--- src/rtl/sub64_serial.sv ---
// Multi-cycle 64-bit subtractor: diff = a + ~b + 1, one SLICE-bit chunk per clock.
// Produces Y-86 condition flags (OF, ZF, SF, borrow) behind a start/busy/done handshake.
module sub64_serial #(
    parameter int SLICE = 8
) (
    input  logic        clk,
    input  logic        rst_n,
    input  logic        start,
    input  logic [63:0] a,
    input  logic [63:0] b,
    output logic [63:0] diff,
    output logic        of,
    output logic        zf,
    output logic        sf,
    output logic        bf,
    output logic        busy,
    output logic        done
);

    localparam int N  = 64 / SLICE;
    localparam int KW = (N > 1) ? $clog2(N) : 1;

    typedef enum logic [1:0] {
        IDLE = 2'd0,
        RUN  = 2'd1,
        DONE = 2'd2
    } state_t;

    state_t state, state_next;

    logic [63:0]    a_q;
    logic [63:0]    nb_q;
    logic [KW-1:0]  k;
    logic           carry;

    logic           accept;
    logic           last;
    logic [6:0]     base;
    logic [SLICE-1:0] a_sl;
    logic [SLICE-1:0] nb_sl;
    logic [SLICE-1:0] sum_sl;
    logic           cout;
    logic [63:0]    diff_next;

    // Operands are accepted whenever the unit is not in RUN, which allows back-to-back issue from DONE.
    assign accept = start && (state != RUN);
    assign last   = (k == KW'(N - 1));

    always_comb begin
        base      = 7'(k) * 7'(SLICE);
        a_sl      = a_q[base +: SLICE];
        nb_sl     = nb_q[base +: SLICE];
        {cout, sum_sl} = {1'b0, a_sl} + {1'b0, nb_sl} + (SLICE + 1)'(carry);
        diff_next = diff;
        diff_next[base +: SLICE] = sum_sl;
    end

    always_ff @(posedge clk or negedge rst_n) begin
        if (!rst_n) begin
            state <= IDLE;
        end else begin
            state <= state_next;
        end
    end

    always_comb begin
        state_next = state;
        case (state)
            IDLE:    if (start) state_next = RUN;
            RUN:     if (last) state_next = DONE;
            DONE:    state_next = start ? RUN : IDLE;
            default: state_next = IDLE;
        endcase
    end

    // busy and done decode the state register directly, so they carry no input-to-output path.
    assign busy = (state == RUN);
    assign done = (state == DONE);

    always_ff @(posedge clk or negedge rst_n) begin
        if (!rst_n) begin
            a_q   <= '0;
            nb_q  <= '0;
            k     <= '0;
            carry <= 1'b0;
            diff  <= '0;
            of    <= 1'b0;
            zf    <= 1'b0;
            sf    <= 1'b0;
            bf    <= 1'b0;
        end else if (accept) begin
            a_q   <= a;
            nb_q  <= ~b;
            k     <= '0;
            carry <= 1'b1;
        end else if (state == RUN) begin
            diff  <= diff_next;
            carry <= cout;
            k     <= k + KW'(1);
            if (last) begin
                // a[63] != b[63] is the same as a_q[63] == ~b[63] stored in nb_q.
                bf <= ~cout;
                of <= (a_q[63] == nb_q[63]) && (diff_next[63] != a_q[63]);
                zf <= (diff_next == 64'd0);
                sf <= diff_next[63];
            end
        end
    end

endmodule
--- config.mk ---
export PLATFORM = sky130hd
export DESIGN_NAME = sub64_serial
export DESIGN_NICKNAME = d
export VERILOG_FILES = /design/src/rtl/sub64_serial.sv
export SDC_FILE = /design/constraint.sdc
export NUM_CORES = 1
export LEC_CHECK = 0
export ABC_AREA = 1
export CAP_MARGIN = 20
export CORE_MARGIN = 2
export CORE_UTILIZATION = 45
export DETAILED_ROUTE_END_ITERATION = 7
export PLACE_DENSITY_LB_ADDON = 0.25
export REMOVE_ABC_BUFFERS = 1
export SYNTH_ARGS = -nofsm -noshare
export SYNTH_HDL_FRONTEND = slang
export SYNTH_SLANG_ARGS = --single-unit
--- constraint.sdc ---
create_clock -name clk -period 11.7 [get_ports clk]
set_clock_uncertainty 0.2 [all_clocks]
set_input_delay 2.34 -clock clk [delete_from_list [all_inputs] [get_ports clk]]
set_output_delay 2.34 -clock clk [all_outputs]
set_load 0.05 [all_outputs]
==> run_results.csv <==
group,metric,value,unit
worst_setup_path,crit_type,"reg2reg",
clock_network,ctsHtreeMaxLevel,1,
power_and_ir_drop,powerDensity,351,nW/µm²
layout,fin_util,0.591,
worst_setup_path,cp.required,11.95,ns
clock_network,cts_made_buffers,24,
worst_setup_path,worst_ep_arrival_time,4.94,ns
power_and_ir_drop,seqPwrFrac,0.271,
worst_setup_path,path_max_fanout,41,
floorplanning,pin_count,201,
layout,layout.nets,1497,
detailed_routing,postRouteAntennaNets,0,
detailed_routing,drtIter0Drc,582,
clock_network,clockBufferDepth,3,
global_route,grt_usage,0.224,
run,drv_cap,0,
clock_network,clock_latency,0.52,ns
power_and_ir_drop,power.leakage,5.70,nW
global_route,grt_start_max_net_pins,107,
layout,syn_to_final_growth,29.2,%
power_and_ir_drop,cellInternalPower,2.34,mW
yosys,synth_cell_types,35,
yosys,yosysSeqAreaShare,0.506,
power_and_ir_drop,p_clk_frac,0.159,
power_and_ir_drop,peakVddDrop,0.144,mV
sta,rsz0062_at_grt,"no",
placed_design,place_congestion,0.804,
sta,setup_viol,0,
detailed_routing,wirelength,26400,µm
placed_design,dpl_worst_slack,6.43,ns
clock_network,cts_setup_buffers,0,
sta,worstMarginPinSlew,1.02,ns
global_route,gr-total-overflow,0,
yosys,yosys-top-cells-area,"dfrtp_1 (51%), nand2_1 (11%), o21ai_0 (10%), mux2_2 (7.1%), nor2_1 (5.9%)",
power_and_ir_drop,p_sw_frac,0.483,
yosys,synth_area_per_cell,8.41,µm²
floorplanning,initial_core_util,0.458,
yosys,synth_top_area_cell,"dfrtp_1",
detailed_routing,vias,8690,
floorplanning,chipHeight,153,µm
floorplanning,core_area,21800,µm²
yosys,syn_inst,1187,
hold_path,hold_class,"reg2reg",
clock_network,cts_hold_buf,0,
power_and_ir_drop,p_comb_frac,0.570,
detailed_routing,vias_per_cell,5.28,
placed_design,placed_area,12100,µm²
clock_network,path_clk_slew,0.06,ns
placed_design,hpwl,17900,µm
layout,drive_above_1_share,0.104,
worst_setup_path,start_kind,"flop",
detailed_routing,drt_pass1_iterations,5,
yosys,netlist_area,9990,µm²
detailed_routing,wl_per_cell,16.0,µm
power_and_ir_drop,netSwitchingPower,2.19,mW
layout,diodes,0,
detailed_routing,drcViolationCount,0,
status,status,"finished, final reports clean",
sta,worst_slack,7.01,ns
sta,timing.fmax,0.213,GHz
clock_network,post_cts_resized,0,
layout,fin_area,12900,µm²
worst_setup_path,r2r_setup_slack,7.01,ns
sta,finalHoldViolCount,0,
floorplanning,die_area,23400,µm²
placed_design,portBuffers,200,
worst_setup_path,cp-end-kind,"flop",
global_route,grt_pass1_vias,8175,
clock_network,root_buffer,"clkbuf_16",
sta,min_period,4.69,ns
sta,slew_headroom,0.319,
sta,tns,0,ns
sta,slew_viol_final,0,
sta,final.period_utilization,0.401,
floorplanning,fp-row-count,54,
global_route,grt_pass1_wl,42600,µm
floorplanning,die_x,153,µm
clock_network,clock-sinks,202,
global_route,antenna_found_initial,0,
yosys,yosys.area.top_type_share,0.506,
yosys,yosys_warnings,0,
clock_network,cts_tree,"yes",
yosys,ys_seq_elements,202,
==> metal layers <==
| metal | routed length [µm] | GRT usage |
|---|---|---|
| met5 | 0 | 0 |
| met2 | 12300 | 0.370 |
| met4 | 559 | 0.0476 |
| met1 | 11600 | 0.309 |
| met3 | 1850 | 0.0420 |
==> registers in the layout, summed over array words and instances (netlist names) <==
register / count
a_q: 64
diff: 64
nb_q: 64
k: 3
state: 2
bf: 1
carry: 1
of: 1
sf: 1
zf: 1
==> logic make-up (layout without fill, tap and decap cells) <==
family,after synthesis,in the layout,share of synthesized area
and+or+nand+nor,511,511,0.208
muxes,63,63,0.0710
adders and majority gates,13,13,0.0178
DFF,202,202,0.506
buffers and inverters,121,299,0.0501
AOI/OAI and AO/OA,277,277,0.147
==> synth_stat cells <==
library cell and number:
a21oi_1 8, a2bb2oi_1 1, a31oi_1 27, a41oi_1 1
buf_1 8, buf_2 13, buf_4 3, buf_6 2
clkbuf_1 44, clkinv_2 1, dfrtp_1 202, fa_1 2
ha_1 11, inv_1 41, inv_2 8, inv_4 1
mux2_2 63, nand2_1 290, nand2_2 5, nand3_1 31
nand3b_1 1, nand4_1 6, nand4_4 2, nor2_1 157
nor2_2 4, nor2_4 2, o211ai_1 2, o21ai_0 203
o21ai_1 12, o21ai_2 1, o22ai_1 21, o31ai_1 1
or2_0 1, or2_1 4, or2_2 8
==> worst max-delay path, cell delays in order (launching register included) <==
cell,delay (ns)
dfrtp_2,0.40
inv_2,0.48
buf_4,0.52
o21ai_0,0.15
o22ai_1,0.19
nor2_1,0.06
a31oi_1,0.25
fa_1,0.27
inv_1,0.07
fa_1,0.44
inv_1,0.08
nand3_1,0.09
nand2_1,0.11
nand2_1,0.10
nand3_1,0.23
nand2_1,0.09
nand2_1,0.08
nand2_1,0.06
nor2_1,0.10
nand2_1,0.08
nor2_1,0.12
nand3_1,0.08
nor2_1,0.15
nand3_1,0.11
nand2_1,0.07
==> area by class of cell <==
class | count | area, µm²
fillers | 1909 | 8920
flip-flops and latches | 202 | 5060
multi-input cells | 864 | 4440
repair buffers | 210 | 2100
clock buffers | 35 | 702
well taps | 280 | 350
inverters | 51 | 195
clock inverters | 3 | 55.1
==> per-stage QoR <==
stage	std cells	hold slack, ns	total power, mW
after floorplan	1117	0.248	3.04
after global placement	1606	0.260	3.74
after detailed placement	1606	0.268	3.80
after CTS	1644	0.281	4.53
after global routing	1645	0.298	4.91
final	1645	0.279	4.52
==> power by group through the flow <==
stage          registers, mW  logic [mW]  clock network [mW]
6_report                1.23        2.58               0.717
5_1_grt                 1.27        2.88               0.754
4_1_cts                 1.23        2.58               0.728
3_5_place_dp            1.24        2.56                   0
3_3_place_gp            1.23        2.51                   0
2_1_floorplan           1.54        1.50                   0
==> final timing paths <==
| check | startpoint | end | depth (start not counted) |
|---|---|---|---|
| min in group asynchronous | rst_n | diff[9]$_DFFE_PN0P_ | 1 |
| worst max register to register | k[0]$_DFFE_PN0P_ | zf$_DFFE_PN0P_ | 24 |
| worst max-delay path | k[0]$_DFFE_PN0P_ | zf$_DFFE_PN0P_ | 24 |
| worst min register to register | nb_q[27]$_DFFE_PN0P_ | nb_q[27]$_DFFE_PN0P_ | 2 |
| worst min-delay path | nb_q[27]$_DFFE_PN0P_ | nb_q[27]$_DFFE_PN0P_ | 2 |
| max in group asynchronous | rst_n | k[0]$_DFFE_PN0P_ | 2 |
==> cell usage in the layout (no fill, tap or decap), types with 5 or more instances in the layout <==
cell type,netlist,layout
inv_1,41,41
a31oi_1,27,27
nand4_1,6,6
nand2_1,290,288
o21ai_1,12,12
nor2_1,157,157
ha_1,11,11
clkbuf_16,0,24
clkbuf_1,44,5
or2_2,8,8
o22ai_1,21,21
dfrtp_1,202,201
o21ai_0,203,203
clkdlybuf4s50_1,0,199
buf_4,3,9
mux2_2,63,63
inv_2,8,8
clkbuf_8,0,7
nand2_2,5,6
nand3_1,31,31
a21oi_1,8,8
Power figures use the tool's default switching activity.
